### config.mk
export PLATFORM = sky130hd
export DESIGN_NAME = mmio_uart_tx
export DESIGN_NICKNAME = d
export VERILOG_FILES = /design/src/rtl/mmio_uart_tx.sv
export SDC_FILE = /design/constraint.sdc
export NUM_CORES = 1
export LEC_CHECK = 0
export ABC_AREA = 1
export CORE_ASPECT_RATIO = 0.7
export CORE_MARGIN = 2
export CORE_UTILIZATION = 31
export CTS_CLUSTER_DIAMETER = 120
export DETAILED_ROUTE_END_ITERATION = 12
export PLACE_DENSITY_LB_ADDON = 0.12
export SYNTH_ARGS = -nofsm -noshare
export SYNTH_HDL_FRONTEND = slang
export SYNTH_SLANG_ARGS = --single-unit
### constraint.sdc
create_clock -name clk -period 2.4 [get_ports clk]
set_input_delay 0.36 -clock clk [delete_from_list [all_inputs] [get_ports clk]]
set_output_delay 0.36 -clock clk [all_outputs]
set_load 0.02 [all_outputs]
### src/rtl/mmio_uart_tx.sv
// Memory-mapped 8N1 UART transmitter: TXDATA pushes into a TX FIFO, STATUS reports
// full/empty/busy/overflow/count, and a serializer drains the FIFO onto tx.
module mmio_uart_tx #(
  parameter logic [31:0] BASE_ADDR    = 32'h8000_0000,
  parameter int          CLKS_PER_BIT = 868,
  parameter int          FIFO_DEPTH   = 8
) (
  input  logic        clk,
  input  logic        reset,
  input  logic [31:0] address,
  input  logic [31:0] wdata,
  input  logic        we,
  output logic        hit,
  output logic [31:0] rdata,
  output logic        tx
);
  localparam int AW = $clog2(FIFO_DEPTH);
  localparam int CW = $clog2(FIFO_DEPTH + 1);
  localparam int BW = $clog2(CLKS_PER_BIT);
  localparam logic [BW-1:0] BCNT_RELOAD = BW'(CLKS_PER_BIT - 1);
  localparam logic [BW-1:0] BCNT_ONE    = BW'(1);
  localparam logic [AW-1:0] PTR_ONE     = AW'(1);
  localparam logic [CW-1:0] CNT_ONE     = CW'(1);
  localparam logic [CW-1:0] CNT_FULL    = CW'(FIFO_DEPTH);

  typedef enum logic [1:0] {
    S_IDLE  = 2'd0,
    S_START = 2'd1,
    S_DATA  = 2'd2,
    S_STOP  = 2'd3
  } state_t;

  state_t          r_state;
  logic [BW-1:0]   r_bcnt;
  logic [2:0]      r_bidx;
  logic [7:0]      r_shift;
  logic            r_tx;
  logic [7:0]      r_mem [FIFO_DEPTH];
  logic [AW-1:0]   r_wr_ptr;
  logic [AW-1:0]   r_rd_ptr;
  logic [CW-1:0]   r_count;
  logic            r_ovf;

  logic            w_full;
  logic            w_empty;
  logic            w_pop;
  logic            w_sel_tx;
  logic            w_sel_st;
  logic            w_push_req;
  logic            w_push;
  logic            w_ovf_set;
  logic            w_ovf_clr;
  logic [3:0]      w_cnt_sat;
  logic [31:0]     w_status;

  assign hit        = (address[31:3] == BASE_ADDR[31:3]);
  assign w_sel_tx   = hit && !address[2];
  assign w_sel_st   = hit && address[2];
  assign w_full     = (r_count == CNT_FULL);
  assign w_empty    = (r_count == {CW{1'b0}});
  // The serializer pops when idle, or back-to-back at the final stop-bit cycle.
  assign w_pop      = !w_empty && ((r_state == S_IDLE) ||
                                   ((r_state == S_STOP) && (r_bcnt == {BW{1'b0}})));
  assign w_push_req = we && w_sel_tx;
  assign w_push     = w_push_req && (!w_full || w_pop);
  assign w_ovf_set  = w_push_req && !w_push;
  assign w_ovf_clr  = we && w_sel_st && wdata[3];
  assign w_status   = {24'd0, w_cnt_sat, r_ovf, (r_state != S_IDLE), w_empty, w_full};
  assign tx         = r_tx;

  always_comb begin
    w_cnt_sat = 4'd0;
    if (32'(r_count) > 32'd15) w_cnt_sat = 4'hF;
    else                       w_cnt_sat = 4'(r_count);
  end

  always_comb begin
    rdata = 32'd0;
    if (w_sel_st) rdata = w_status;
    else          rdata = 32'd0;
  end

  always_ff @(posedge clk) begin
    if (w_push) r_mem[r_wr_ptr] <= wdata[7:0];
  end

  always_ff @(posedge clk) begin
    if (reset) begin
      r_wr_ptr <= {AW{1'b0}};
      r_rd_ptr <= {AW{1'b0}};
      r_count  <= {CW{1'b0}};
      r_ovf    <= 1'b0;
    end else begin
      if (w_push) r_wr_ptr <= r_wr_ptr + PTR_ONE;
      if (w_pop)  r_rd_ptr <= r_rd_ptr + PTR_ONE;
      if (w_push && !w_pop)      r_count <= r_count + CNT_ONE;
      else if (w_pop && !w_push) r_count <= r_count - CNT_ONE;
      if (w_ovf_set)      r_ovf <= 1'b1;
      else if (w_ovf_clr) r_ovf <= 1'b0;
    end
  end

  always_ff @(posedge clk) begin
    if (reset) begin
      r_state <= S_IDLE;
      r_tx    <= 1'b1;
      r_bcnt  <= {BW{1'b0}};
      r_bidx  <= 3'd0;
      r_shift <= 8'd0;
    end else begin
      case (r_state)
        S_IDLE: begin
          r_tx <= 1'b1;
          if (w_pop) begin
            r_shift <= r_mem[r_rd_ptr];
            r_bcnt  <= BCNT_RELOAD;
            r_state <= S_START;
            r_tx    <= 1'b0;
          end
        end
        S_START: begin
          if (r_bcnt == {BW{1'b0}}) begin
            r_state <= S_DATA;
            r_bidx  <= 3'd0;
            r_bcnt  <= BCNT_RELOAD;
            r_tx    <= r_shift[0];
          end else begin
            r_bcnt <= r_bcnt - BCNT_ONE;
          end
        end
        S_DATA: begin
          if (r_bcnt == {BW{1'b0}}) begin
            r_shift <= {1'b0, r_shift[7:1]};
            r_bcnt  <= BCNT_RELOAD;
            if (r_bidx == 3'd7) begin
              r_state <= S_STOP;
              r_tx    <= 1'b1;
            end else begin
              r_bidx <= r_bidx + 3'd1;
              r_tx   <= r_shift[1];
            end
          end else begin
            r_bcnt <= r_bcnt - BCNT_ONE;
          end
        end
        S_STOP: begin
          if (r_bcnt == {BW{1'b0}}) begin
            if (w_pop) begin
              r_shift <= r_mem[r_rd_ptr];
              r_bcnt  <= BCNT_RELOAD;
              r_state <= S_START;
              r_tx    <= 1'b0;
            end else begin
              r_state <= S_IDLE;
              r_tx    <= 1'b1;
            end
          end else begin
            r_bcnt <= r_bcnt - BCNT_ONE;
          end
        end
        default: begin
          r_state <= S_IDLE;
          r_tx    <= 1'b1;
        end
      endcase
    end
  end
endmodule

# == After elaboration in Yosys (flattened, before gate mapping) ==
# Memories as Yosys holds them, arrays and structs flattened. A register that Yosys moved wholly into a read port is not among the register bits.
# Index checks and enable logic that the tools add are counted.
# word_totals
register_bits,35
out_inout_bits,34
mem_count,1
ram_bits,64
# mem_list
name,words,width,read_ports,rd_clocked_by_memory_dff,write_ports,line_no,text
r_mem,8,8,1,1,1,38,logic [7:0] r_mem [FIFO_DEPTH];
# classes
n_reduce_logical,31
add_sub_neg,6
n_eq_ne,12
mux,34
# ops
op,count
8-bit 2-to-1 mux,4
10-bit 2-to-1 mux,3
10-bit case mux with 3 select lines,1
29-bit equality test (second input constant),1
8-bit case mux with 3 select lines,1
3-bit 2-to-1 mux,5
1-bit logical AND,11
10-bit zero test,1
1-bit 2-to-1 mux,10
2-bit 2-to-1 mux,5
2-bit != test (second input constant),5
10-bit by 1-bit subtractor with 10-bit output (second input constant),1
3-bit by 1-bit adder with 3-bit output (second input constant),3
4-bit 2-to-1 mux,2
2-bit case mux with 4 select lines,1
2-bit nonzero test,4
3-bit case mux with 2 select lines,1
3-bit AND reduction,2
1-bit zero test,5
5-bit AND reduction,1
4-bit by 1-bit adder with 4-bit output (second input constant),1
2-bit equality test (second input constant),2
4-bit equality test (second input constant),1
4-bit zero test,1
10 further kinds,11

# == Depth between registers and ports, before layout ==
# Gate-level depths: netlist of run 1.
# logic_depth
depth_word,10
ltp_mapped,20
ltp_nobuf,20

# == Worst setup path before layout of run 1 ==
# OpenSTA, ideal clock, no wires.
# synth_timing
kind,register -> register
startpoint,reg r_bcnt[0]
endpoint,reg r_count[3]
required_ns,2.279
setup_slack_ns,-0.052
arrival_time_ns,2.330
setup_time_ns,0.121
path_stages_with_launch,20
period_less_slack_ns,2.452
cell_sequence,dfxtp_1 > inv_1 > ha_1 > nand2_1 > nor2_4 > nand3_2 > nand2_2 > nand2_4 > buf_6 > ha_1 > inv_1 > ha_1 > nand2_1 > nand2_1 > a21oi_1 > nor2_1 > nor2_1 > nand2_1 > o21ai_0 > a21oi_1
# synth_between
elab_chain_len,9
elab_cells_between_ends,12
classes_between,mux (1); reduce/logical (11)
# synth_rtl
element,line_no,text
"start, declared",34,logic [BW-1:0] r_bcnt;
"start signal, assigned",107,r_bcnt <= {BW{1'b0}};
"start signal, assigned",128,r_bcnt <= r_bcnt - BCNT_ONE;
"start signal, assigned",143,r_bcnt <= r_bcnt - BCNT_ONE;
10-bit zero test (*),63,((r_state == S_STOP) && (r_bcnt == {BW{1'b0}})));
1-bit logical AND (*),63,
1-bit logical OR (*),62,assign w_pop = !w_empty && ((r_state == S_IDLE) ||
1-bit logical AND (*),62,
1-bit logical OR,65,assign w_push = w_push_req && (!w_full || w_pop);
1-bit logical AND,65,
1-bit zero test,97,else if (w_pop && !w_push) r_count <= r_count - CNT_ONE;
1-bit logical AND,97,
2-bit nonzero test (no source line),-,
"end signal, assigned",91,r_count <= {CW{1'b0}};
"end signal, assigned",96,if (w_push && !w_pop) r_count <= r_count + CNT_ONE;
"end signal, assigned",97,
"end, declared",41,logic [CW-1:0] r_count;
# Every way passes the cells marked *; elsewhere a longest branch is shown, timed or not.
# A chain may end at the register's enable or synchronous reset.

# == Worst setup path after layout of run 1 ==
# layout_timing
startpoint,reg r_state[0]
endpoint,reg r_count[3]
# layout_between
elab_chain_len,9
elab_cells_between_ends,13
classes_between,eq/ne (1); mux (1); reduce/logical (11)
# layout_rtl
element,line_no,text
"start, declared",33,state_t r_state;
"start signal, assigned",105,r_state <= S_IDLE;
"start signal, assigned",117,r_state <= S_START;
"start signal, assigned",123,r_state <= S_DATA;
2-bit equality test,63,
1-bit logical AND,63,
1-bit logical OR (*),62,
1-bit logical AND (*),62,
1-bit logical OR (*),65,
1-bit logical AND (*),65,
via w_push,50,logic w_push;
1-bit zero test,97,
1-bit logical AND,97,
2-bit nonzero test (no source line),-,
# Mark *: on every way through the listed nets, which the timed path passes. The rest lies on a longest branch.

==> metrics.md, run 1 <==
| Metric | Value |
|---|---|
| Status | completed |
| Total Die Area | about 18,000 sq um |
| CORE AREA | around 16,000 sq um |
| Rows | 39 |
| Worst-Margin Slew | approximately 0.63 ns |
| Clock Latency Late Sink | approximately 0.34 ns |
| Simple-gate share of the synthesized area | 28.3% |
| Largest area contributor in the netlist | edfxtp_1 |
| Hold_sp | r_bidx[2]$_SDFFE_PP0P_ |
| Global-route wire length before repair | between 20,000 and 25,000 um |
| CP endpoint kind | register |
| CTS tree | built |
| Slew Viols, Final | 0 |
| Synthesized flop and latch total | slightly above 100 |
| Worst Setup Path Type | reg -> reg |
| Seq/Total Area, Yosys | 51.5% |
| Synth Flop Type | edfxtp_1 |
| H-Tree Depth | 3 |
| Crit path max fanout | 5 |
| Via density | roughly 4.5 |
| Ys Warns | 0 |
| Post-synthesis mux area share | 0% |
| Pwr dens | a little over 1000 nW/um^2 |
| Multi-input gate area | around 2200 sq um |
| Share of cells above drive strength 1 | roughly 15% |
| F_max | roughly 450 MHz |
| RSZ-0062 raised after global routing | yes |
| Area Growth Syn to Fin | 26.9% |
| Async S/R FF share, synth | 0% |
| Antenna fix cells | 0 |
| Hold Crit Class | reg -> reg |
| Area share of the largest cell type after synthesis | 36.9% |
| Final min period | about 2.2 ns |
| Area contributors post-synth | edfxtp_1 37%, dfxtp_1 15%, nand2_1 11% |
| Post-synthesis adder-cell area fraction | between 3 and 4% |
| Tot GR Track Use | ~14% |
| Max clock buf depth | 2 |
| Final period utilization | 93.4% |
| Die Y | around 110 um |
| # IOs | 101 |
| Final-report hold violation count | 0 |
| DR pass1 iterations | 4 |
| Cell area after layout | approximately 6600 sq um |
| Clock Pin Slew Worst Setup and Hold Paths | about 0.070 ns |
| WL final | between 10,000 and 15,000 um |
| CTS buffer count | 9 |
| Crit-path cells | inv_1 -> ha_1 -> inv_2 -> nand3_4 -> nand2_2 -> inv_2 -> ha_4 -> inv_4 -> ha_4 -> nand2_1 -> nand2_1 -> a21oi_2 -> nor2_1 -> nor2_1 -> nand2_1 -> o21ai_1 -> a21oi_1 |
| Sequential Power Share | between 30% and 40% |
| Initial antenna violation count | 0 |
| Sw Ratio | between 40% and 50% |
| Worst Path Buf+Inv | 4 |
| Leakage power | about 3 nW |
| Finished Layout Cells | 926 |
| CP top delay family | adder cells |
| Dpl hpwl | about 8300 um |
| Fin Setup TNS | 0 ns |
| Slew HR | 57.7% |
| Core Util, Final | 40.3% |
| PortBufs | 50 |
| Avg Cell Area, Syn | 8.49 sq um |
| Clk_skew | 0.00408 ns |
| VDD IR max | about 0.40 mV |
| Synth Area in XOR/XNOR | 0.337% |
| Net count reported at finish | between 700 and 800 |
| Syn Std Cell Area | roughly 5200 sq um |
| Req. time, crit path | 2.64 ns |
| Antenna Nets Post-Route | 0 |
| Initial drt markers | about 250 |
| Buffer type at the clock tree root | clkbuf_16 |
| Total number of clock tree sinks | slightly above 100 |
| Starting Density | a little under a third |
| Slowest CP cell | dfxtp_2 |
| Switching pwr | around 0.0027 W |
| Count leader, synth | nand2_1 |
| Placer Congestion | between 0.8 and 0.9 |
| GRT overflow | 0 |
| Die X-Extent | ~160 um |
| Crit path from | r_state[0]$_SDFFE_PP0P_ |
| Crit path top cell by count | nand2_1 |
| CP Launch Type | register |
| Seq. cell area | 2690 sq um |
| Gate Count Post-Synth | 613 |
| Wire length per cell | roughly 13 um |
| Clock share of power | 21.8% |
| Fillers | ~1,600 |
| Post-synth EDFFs | between 60 and 70 |
| Area of placed instances | 6120 sq um |
| Compound-Gate Fraction of Synth Area | around 5.8% |
| Post-synthesis cell type count | 35 |
| Vias | just over 4,000 |
| Final setup vio count | 0 |
| Top post-synthesis cells by count | 147 x nand2_1, 82 x nand3_1, 64 x edfxtp_1, 64 x inv_1, 61 x nor2_1 |
| DRC violations left | 0 |
| Comb pwr share | a little under half |
| Hold slack | 0.450 ns |
| Number of global-route vias before repair | between 3,000 and 4,000 |
| Biggest cell delay along the critical path | about 0.38 ns |
| Main combinational cell family by area after synthesis | simple AND/OR/NAND/NOR gates |
| Worst Path Arrival | 2.48 ns |
| R2R Path Start | r_state[0]$_SDFFE_PP0P_ |
| Max-cap violation count | 0 |
| Cell-internal power | 0.00399 W |
| Largest net degree at the start of global routing | 33 |
| Dpl cells | approximately 910 |
==> routing by layer <==
metal  track usage [%]  vias to the layer above  part of all wire [%]
met5                 0                        -                     0
met4              4.18                        0                   1.1
met3              3.18                        9                   5.8
met2              22.3                      140                    43
met1              19.7                     1874                    50
li1                  -                     2130                     -
==> final cells by class <==
class | instances | area share (%)
Multi-Input combinational cell | 426 | 32.8
Timing Repair Buffer | 92 | 14.0
Sequential cell | 102 | 40.7
Clock inverter | 6 | 1.02
Clock buffer | 10 | 3.47
Inverter | 65 | 3.73
Tap cell | 225 | 4.26
==> kinds of logic after synthesis <==
logic type / after synthesis
adders and majority gates: 15
AOI/OAI and AO/OA: 56
DFF: 102
xor gates and xnor gates: 2
other: 1
and+or+nand+nor: 329
buffers and inverters: 108
==> power groups by stage <==
| stage | sequential (W) | clock, W | combinational (W) |
|---|---|---|---|
| floorplan | 0.00221 | 0 | 0.00220 |
| global placement | 0.00222 | 0 | 0.00289 |
| detailed placement | 0.00223 | 0 | 0.00292 |
| CTS | 0.00219 | 0.00151 | 0.00293 |
| global route | 0.00224 | 0.00157 | 0.00346 |
| finish | 0.00221 | 0.00146 | 0.00305 |
==> sequential cells by signal (all words and copies together) (netlist names), named ones only <==
signal and cells:
r_shift 8, r_bcnt 10, r_rd_ptr 3, r_wr_ptr 3
r_count 4, tx 1, r_bidx 3, r_state 2
r_mem 64, r_ovf 1
==> worst min-delay path: stages, from the launching register on <==
cell	delay, ns
dfxtp_1	0.31
inv_1	0.05
a21oi_1	0.05
==> placed cells by master, fill, tap and decap left out, types with 3 or more instances in the layout <==
| cell type | netlist | final |
|---|---|---|
| dfxtp_2 | 0 | 5 |
| or2_2 | 7 | 7 |
| clkdlybuf4s50_1 | 0 | 14 |
| clkbuf_16 | 0 | 9 |
| ha_4 | 0 | 3 |
| nor2_1 | 61 | 58 |
| buf_4 | 25 | 38 |
| nand3b_1 | 3 | 3 |
| dlymetal6s2s_1 | 0 | 28 |
| nor2_2 | 5 | 7 |
| conb_1 | 1 | 24 |
| o21ai_0 | 19 | 18 |
| nor2_4 | 2 | 3 |
| ha_1 | 14 | 11 |
| inv_1 | 64 | 59 |
| nand2_2 | 3 | 4 |
| a21oi_1 | 33 | 32 |
| dfxtp_1 | 38 | 33 |
| inv_2 | 1 | 5 |
| dlygate4sd2_1 | 0 | 8 |
| buf_12 | 0 | 4 |
| nand2_4 | 3 | 4 |
| nand3_1 | 82 | 82 |
| nand2_1 | 147 | 145 |
| edfxtp_1 | 64 | 64 |
| nand4_1 | 8 | 8 |
==> final timing paths <==
check / cells past startpoint / slack [ns] / to
min: 2 / 0.45 / r_bidx[2]$_SDFFE_PP0P_
min reg2reg: 2 / 0.45 / r_bidx[2]$_SDFFE_PP0P_
max: 17 / 0.16 / r_count[3]$_SDFFE_PP0P_
max reg2reg: 17 / 0.16 / r_count[3]$_SDFFE_PP0P_
==> metrics by stage <==
stage | setup slack (ns) | total power [W]
6_report | 0.158 | 0.00672
5_1_grt | -0.00237 | 0.00727
4_1_cts | 0.00153 | 0.00664
3_5_place_dp | -0.443 | 0.00515
3_3_place_gp | -0.366 | 0.00512
2_1_floorplan | 0.00236 | 0.00441
==> repair_timing <==
action                     CTS  global route
buffers inserted             0             4
setup endpoints to repair    9            12
hold buffers                 0             0
gates resized for setup     12            48
pin swaps                    3            35
(Power assumes the default switching activity.)
==> run 2, diff against run 1 <==
- CAP_MARGIN: not set -> 20
- PLACE_DENSITY_LB_ADDON: 0.12 -> not set
- SKIP_CTS_REPAIR_TIMING: not set -> 1
==> metrics.md, run 2 (synthesis results as in run 1) <==
| Metric | Value |
|---|---|
| Status | completed (unchanged) |
| GRT overflow | 0 (unchanged) |
| R2R setup slack | 0.12 ns (was 0.16 ns) |
| Area of placed instances | 6160 sq um (was 6120 sq um) |
| Total Die Area | 17,900 sq um (unchanged) |
| Fin Setup TNS | 0 ns (unchanged) |
| Largest net degree at the start of global routing | 33 (unchanged) |
| DRC violations left | 0 (unchanged) |
| Hold Crit Class | reg -> reg (unchanged) |
| Antenna Nets Post-Route | 0 (unchanged) |
| Tot GR Track Use | 13.3% (was 14.2%) |
| Initial drt markers | 242 (was 249) |
| Die X-Extent | 159 um (unchanged) |
| Leakage power | 3.05 nW (was 3.01 nW) |
| Multi-input gate area | 2190 sq um (was 2160 sq um) |
| Most frequent cells in the layout | 143 x nand2_1, 82 x nand3_1, 64 x edfxtp_1 (was 145 x nand2_1, 82 x nand3_1, 64 x edfxtp_1) |
| Wire length per cell | 12.6 um (was 13.2 um) |
| Worst Path Arrival | 2.52 ns (was 2.48 ns) |
| Slew Viols, Final | 0 (unchanged) |
| Final period utilization | 94.9% (was 93.4%) |
| RR Endpoint | r_count[3]$_SDFFE_PP0P_ (unchanged) |
| Net count reported at finish | 785 (was 778) |
| Cell area after layout | 6690 sq um (was 6600 sq um) |
| Reg with most FFs | r_mem (unchanged) |
| Global-route wire length before repair | 19,000 um (was 20,000 um) |
| Seq. cell area | 2690 sq um (about the same) |
| # IOs | 101 (unchanged) |
| VDD IR max | 0.480 mV (was 0.404 mV) |
| CORE AREA | 16,400 sq um (unchanged) |
| Rows | 39 (unchanged) |
| H-Tree Depth | 3 (unchanged) |
| Final min period | 2.28 ns (was 2.24 ns) |
| Buffer type at the clock tree root | clkbuf_16 (unchanged) |
| Total power | 0.00668 W (was 0.00672 W) |
| Worst Setup Path Type | reg -> reg (unchanged) |
| Hold Path End | r_bidx[2]$_SDFFE_PP0P_ (unchanged) |
| Biggest regs | r_mem x64, r_bcnt x10, r_shift x8 (unchanged) |
| Die Y | 112 um (unchanged) |
| Initial antenna violation count | 0 (unchanged) |
| Max-cap violation count | 0 (unchanged) |
| Core Util, Final | 40.8% (was 40.3%) |
| Dpl hpwl | 7940 um (was 8320 um) |
| PortBufs | 50 (unchanged) |
| CP endpoint kind | register (unchanged) |
| F_max | 439 MHz (was 446 MHz) |
| Most common cell after layout, fill and taps aside | nand2_1 (unchanged) |
| CP Launch Type | register (unchanged) |
| Slew HR | 60.1% (was 57.7%) |
| Total number of clock tree sinks | 102 (unchanged) |
| Antenna fix cells | 0 (unchanged) |
| Hold_sp | r_bidx[2]$_SDFFE_PP0P_ (unchanged) |
| Via density | 4.49 (was 4.48) |
| Pwr dens | 1000 nW/um^2 (was 1020 nW/um^2) |
| Vias | 4,193 (was 4,153) |
| Req. time, crit path | 2.64 ns (about the same) |
| Clk_skew | 0.0117 ns (was 0.00408 ns) |
| Area Growth Syn to Fin | 28.4% (was 26.9%) |
| Placer Congestion | 0.847 (was 0.817) |
| Crit path max fanout | 3 (was 5) |
| Clock Latency Late Sink | 0.35 ns (was 0.34 ns) |
| CTS buffer count | 9 (unchanged) |
| Clock Pin Slew Worst Setup and Hold Paths | 0.07 ns (about the same) |
| Max clock buf depth | 2 (unchanged) |
| Share of cells above drive strength 1 | 17.5% (was 14.6%) |
| Hold Path Stages | 2 (unchanged) |
| Fillers | 1,680 (was 1,641) |
| WL final | 11,800 um (was 12,200 um) |
| CTS tree | built (unchanged) |
| Worst-Margin Slew | 0.598 ns (was 0.634 ns) |
| DR pass1 iterations | 5 (was 4) |
| Worst reg2reg path depth | 17 (unchanged) |
| Hold slack | 0.453 ns (was 0.450 ns) |
| Starting Density | 31.7% (unchanged) |
| Final setup vio count | 0 (unchanged) |
| Final-report hold violation count | 0 (unchanged) |
| R2R Path Start | r_count[1]$_SDFFE_PP0P_ (was r_state[0]$_SDFFE_PP0P_) |
| Number of global-route vias before repair | 3,830 (was 3,940) |
| Largest register FFs | 64 (unchanged) |
[run 2: changes by cell type in the layout (fill, tap and decap cells not counted), moves of 2 or more]
cell | before | now
buf_4 | 38 | 47
nor2_4 | 3 | 7
buf_6 | 0 | 5
dlygate4sd2_1 | 8 | 0
nand2_2 | 4 | 7
dfxtp_1 | 33 | 35
inv_6 | 2 | 4
clkdlybuf4s50_1 | 14 | 12
nand2_1 | 145 | 143
dfxtp_2 | 5 | 3
nor2_1 | 58 | 53
dlymetal6s2s_1 | 28 | 31
[run 2: power by group]
part | internal [W] | total (W) | switching, W
Sequential | 0.00206 | 0.00220 | 0.000143
Clock | 0.000721 | 0.00139 | 0.000671
Combinational | 0.00114 | 0.00309 | 0.00194
Total | 0.00393 | 0.00668 | 0.00276
[run 2: worst max path at each step]
stage / start / endpoint / slack (ns)
after floorplan: r_bcnt[0]$_SDFF_PP0_ / r_count[3]$_SDFFE_PP0P_ / 0.002
after global placement: address[23] / r_count[3]$_SDFFE_PP0P_ / -0.34
after detailed placement: address[23] / r_count[3]$_SDFFE_PP0P_ / -0.38
after CTS: address[23] / rdata[5] / -0.31
after global routing: r_bcnt[0]$_SDFF_PP0_ / r_count[3]$_SDFFE_PP0P_ / -0.02
final: r_count[1]$_SDFFE_PP0P_ / r_count[3]$_SDFFE_PP0P_ / 0.12
[run 2: area by class of cell]
cell class / count / area share [%]
repair buffers: 99 / 14.9
multi-input cells: 426 / 32.8
clock buffers: 10 / 3.43
inverters: 65 / 3.69
clock inverters: 6 / 0.767
well taps: 225 / 4.21
flip-flops and latches: 102 / 40.2
[run 2: critical path, stage by stage, from the launching register on]
cell	delay [ns]
dfxtp_1	0.37
inv_1	0.10
nand2_1	0.09
nor3_2	0.25
nand3_4	0.12
nand2_2	0.08
inv_2	0.05
ha_4	0.16
inv_4	0.07
ha_4	0.20
nand2_2	0.07
nand2_2	0.06
a21oi_2	0.14
nor2_1	0.06
nor2_1	0.10
nand2_1	0.08
o21ai_1	0.13
a21oi_1	0.05
[run 2: metrics by stage]
stage / setup slack (ns) / cells
finish: 0.122 / 933
floorplan: 0.00236 / 636
global placement: -0.342 / 911
global route: -0.0165 / 933
CTS: -0.313 / 927
detailed placement: -0.380 / 911
[run 2: metal layers]
| metal | global-route usage (%) | up-vias | routed length (um) |
|---|---|---|---|
| met3 | 2.66 | 9 | 745 |
| met5 | 0 | - | 0 |
| met2 | 19.8 | 128 | 5050 |
| li1 | - | 2139 | - |
| met1 | 19.4 | 1917 | 5880 |
| met4 | 4.42 | 0 | 108 |
==> run 3, diff against run 2 <==
- SKIP_CTS_REPAIR_TIMING: 1 -> not set
- clock period: 2.4 -> 1.9 ns (I/O delays scaled with it)
==> metrics.md, run 3 (synthesis results as in run 1) <==
| Metric | Value |
|---|---|
| Slew Viols, Final | 0 (unchanged) |
| Leakage power | 2.97 nW (was 3.05 nW) |
| CTS buffer count | 9 (unchanged) |
| Largest net degree at the start of global routing | 33 (unchanged) |
| VDD IR max | 0.501 mV (was 0.480 mV) |
| Global-route wire length before repair | 19,500 um (was 19,000 um) |
| Most frequent cells in the layout | 139 x nand2_1, 81 x nand3_1, 65 x buf_4 (was 143 x nand2_1, 82 x nand3_1, 64 x edfxtp_1) |
| Antenna Nets Post-Route | 0 (unchanged) |
| Req. time, crit path | 2.15 ns (was 2.64 ns) |
| Hold Path Stages | 2 (unchanged) |
| H-Tree Depth | 3 (unchanged) |
| Total number of clock tree sinks | 102 (unchanged) |
| RSZ-0062 raised after global routing | yes |
| Hold slack | 0.452 ns (was 0.453 ns) |
| Violated checks | negative setup slack |
| Biggest cell delay along the critical path | 0.35 ns (was 0.37 ns) |
| Final setup vio count | 35 (was 0) |
| Number of global-route vias before repair | 3,951 (was 3,830) |
| Hold Crit Class | reg -> reg (unchanged) |
| Worst Setup Path Type | reg -> reg (unchanged) |
| Die X-Extent | 159 um (unchanged) |
| Dpl cells | 936 (was 911) |
| CP endpoint kind | register (unchanged) |
| Finished Layout Cells | 957 (was 933) |
| Crit path max fanout | 3 (unchanged) |
| Final-report hold violation count | 0 (unchanged) |
| CTS tree | built (unchanged) |
| F_max | 472 MHz (was 439 MHz) |
| Initial drt markers | 223 (was 242) |
| Worst Path Buf+Inv | 5 (was 3) |
| Cell area after layout | 6920 sq um (was 6690 sq um) |
| Antenna fix cells | 0 (unchanged) |
| Buffer type at the clock tree root | clkbuf_16 (unchanged) |
| Initial antenna violation count | 0 (unchanged) |
| Tot GR Track Use | 13.9% (was 13.3%) |
| PortBufs | 50 (unchanged) |
| Total Die Area | 17,900 sq um (unchanged) |
| Share of cells above drive strength 1 | 22.3% (was 17.5%) |
| CP Launch Type | register (unchanged) |
| CORE AREA | 16,400 sq um (unchanged) |
| Area of placed instances | 6400 sq um (was 6160 sq um) |
| GRT overflow | 0 (unchanged) |
| Pwr dens | 1290 nW/um^2 (was 1000 nW/um^2) |
| Worst-Margin Slew | 0.574 ns (was 0.598 ns) |
| Worst reg2reg path depth | 15 (was 17) |
| Most common cell after layout, fill and taps aside | nand2_1 (unchanged) |
| CP top delay family | adder cells (was simple AND/OR/NAND/NOR gates) |
| Starting Density | 31.7% (unchanged) |
| Largest register FFs | 64 (unchanged) |
| Wire length per cell | 12.2 um (was 12.6 um) |
| Final WS setup | -0.220 ns (was 0.122 ns) |
| Clock Pin Slew Worst Setup and Hold Paths | 0.07 ns (about the same) |
| Number of stages on the worst setup path | 15 (was 17) |
| Net count reported at finish | 809 (was 785) |
| Post-CTS Hold Buffers | 0 |
| Final min period | 2.12 ns (was 2.28 ns) |
| Dpl hpwl | 8120 um (was 7940 um) |
| Status | finished with violations (was completed) |
| Rows | 39 (unchanged) |
| Via density | 4.33 (was 4.49) |
| Max-cap violation count | 0 (unchanged) |
| DR pass1 iterations | 4 (was 5) |
| # IOs | 101 (unchanged) |
| Fillers | 1,662 (was 1,680) |
| Max clock buf depth | 2 (unchanged) |
| DRC violations left | 0 (unchanged) |
| Reg with most FFs | r_mem (unchanged) |
| Clk_skew | 0.00592 ns (was 0.0117 ns) |
| Slowest CP cell | fa_2 (was dfxtp_1) |
| Slew HR | 61.7% (was 60.1%) |
| WL final | 11,700 um (was 11,800 um) |
| Clock Latency Late Sink | 0.35 ns (about the same) |
| Biggest regs | r_mem x64, r_bcnt x10, r_shift x8 (unchanged) |
| Area Growth Syn to Fin | 32.9% (was 28.4%) |
| Worst Path Arrival | 2.37 ns (was 2.52 ns) |
| Placer Congestion | 0.833 (was 0.847) |
| Final period utilization | 112% (was 94.9%) |
| Crit-path cells | inv_2 -> ha_4 -> nand2_4 -> nor2_4 -> nand3_4 -> nand3_4 -> nand2_4 -> inv_4 -> ha_4 -> inv_4 -> buf_4 -> fa_2 -> xor2_1 -> o21ai_1 -> inv_1 (was inv_1 -> nand2_1 -> nor3_2 -> nand3_4 -> nand2_2 -> inv_2 -> ha_4 -> inv_4 -> ha_4 -> nand2_2 -> nand2_2 -> a21oi_2 -> nor2_1 -> nor2_1 -> nand2_1 -> o21ai_1 -> a21oi_1) |
| Vias | 4,142 (was 4,193) |
| Die Y | 112 um (unchanged) |
run 3: cell count changes in the layout (fill, tap and decap cells not counted), moves of 4 or more:
cell	change
clkbuf_2	+5
clkdlybuf4s15_1	+17
buf_4	+18
nand2_1	-4
dlymetal6s2s_1	-26
nor2_2	-5
nor2_4	+7
nand2_4	+4
run 3: layer usage:
metal	vias to the layer above	part of all wire, %	GRT usage (%)
met1	1816	49	19.3
met3	9	7.1	4.77
met5	-	0	0
li1	2202	-	-
met2	115	43	20.6
met4	0	1.2	3.58
run 3: where the power goes:
group | internal, W | leakage, nW | switching [W]
registers | 0.00260 | 0.888 | 0.000144
logic | 0.00175 | 1.94 | 0.00256
clock network | 0.00103 | 0.145 | 0.000821
run 3: worst paths after layout:
kind                                              from                      end  slack [ns]
worst max-delay path              r_bcnt[0]$_SDFF_PP0_  r_count[2]$_SDFFE_PP0P_       -0.22
worst min-delay path            r_bidx[2]$_SDFFE_PP0P_   r_bidx[2]$_SDFFE_PP0P_        0.45
worst max register to register    r_bcnt[0]$_SDFF_PP0_  r_count[2]$_SDFFE_PP0P_       -0.22
worst min register to register  r_bidx[2]$_SDFFE_PP0P_   r_bidx[2]$_SDFFE_PP0P_        0.45
run 3: timing repair:
item / CTS / global route
endpoints found under the setup margin: 44 / 80
pin swaps: 35 / 18
resized for setup: 97 / 60
setup buffers: 4 / 3
run 3: worst reg2reg max path: cells and delay by family (launching register included):
kind,cells,cell delay (ns)
compound gates,1,0.12
fa+ha+maj,3,0.62
buf+inv,5,0.36
flops,1,0.32
xor+xnor,1,0.14
simple gates,5,0.45
run 3: through the flow:
stage,util [%],setup TNS [ns],setup WS (ns),power (W)
6_report,42.2,-2.04,-0.220,0.00891
5_1_grt,42.2,-5.01,-0.428,0.00962
3_3_place_gp,39.0,-31.91,-0.724,0.00691
3_5_place_dp,39.0,-32.72,-0.754,0.00692
4_1_cts,41.4,-3.10,-0.266,0.00888
2_1_floorplan,-,-0.784,-0.367,0.00562
run 3: layout make-up:
cell class | count | area, sq um | share of cell area, %
Inverter | 65 | 251 | 3.64
Clock buffer | 9 | 225 | 3.26
Timing Repair Buffer | 123 | 1120 | 16.2
Tap cell | 225 | 282 | 4.07
Clock inverter | 7 | 72.6 | 1.05
Sequential cell | 102 | 2690 | 38.8
Multi-Input combinational cell | 426 | 2280 | 33.0
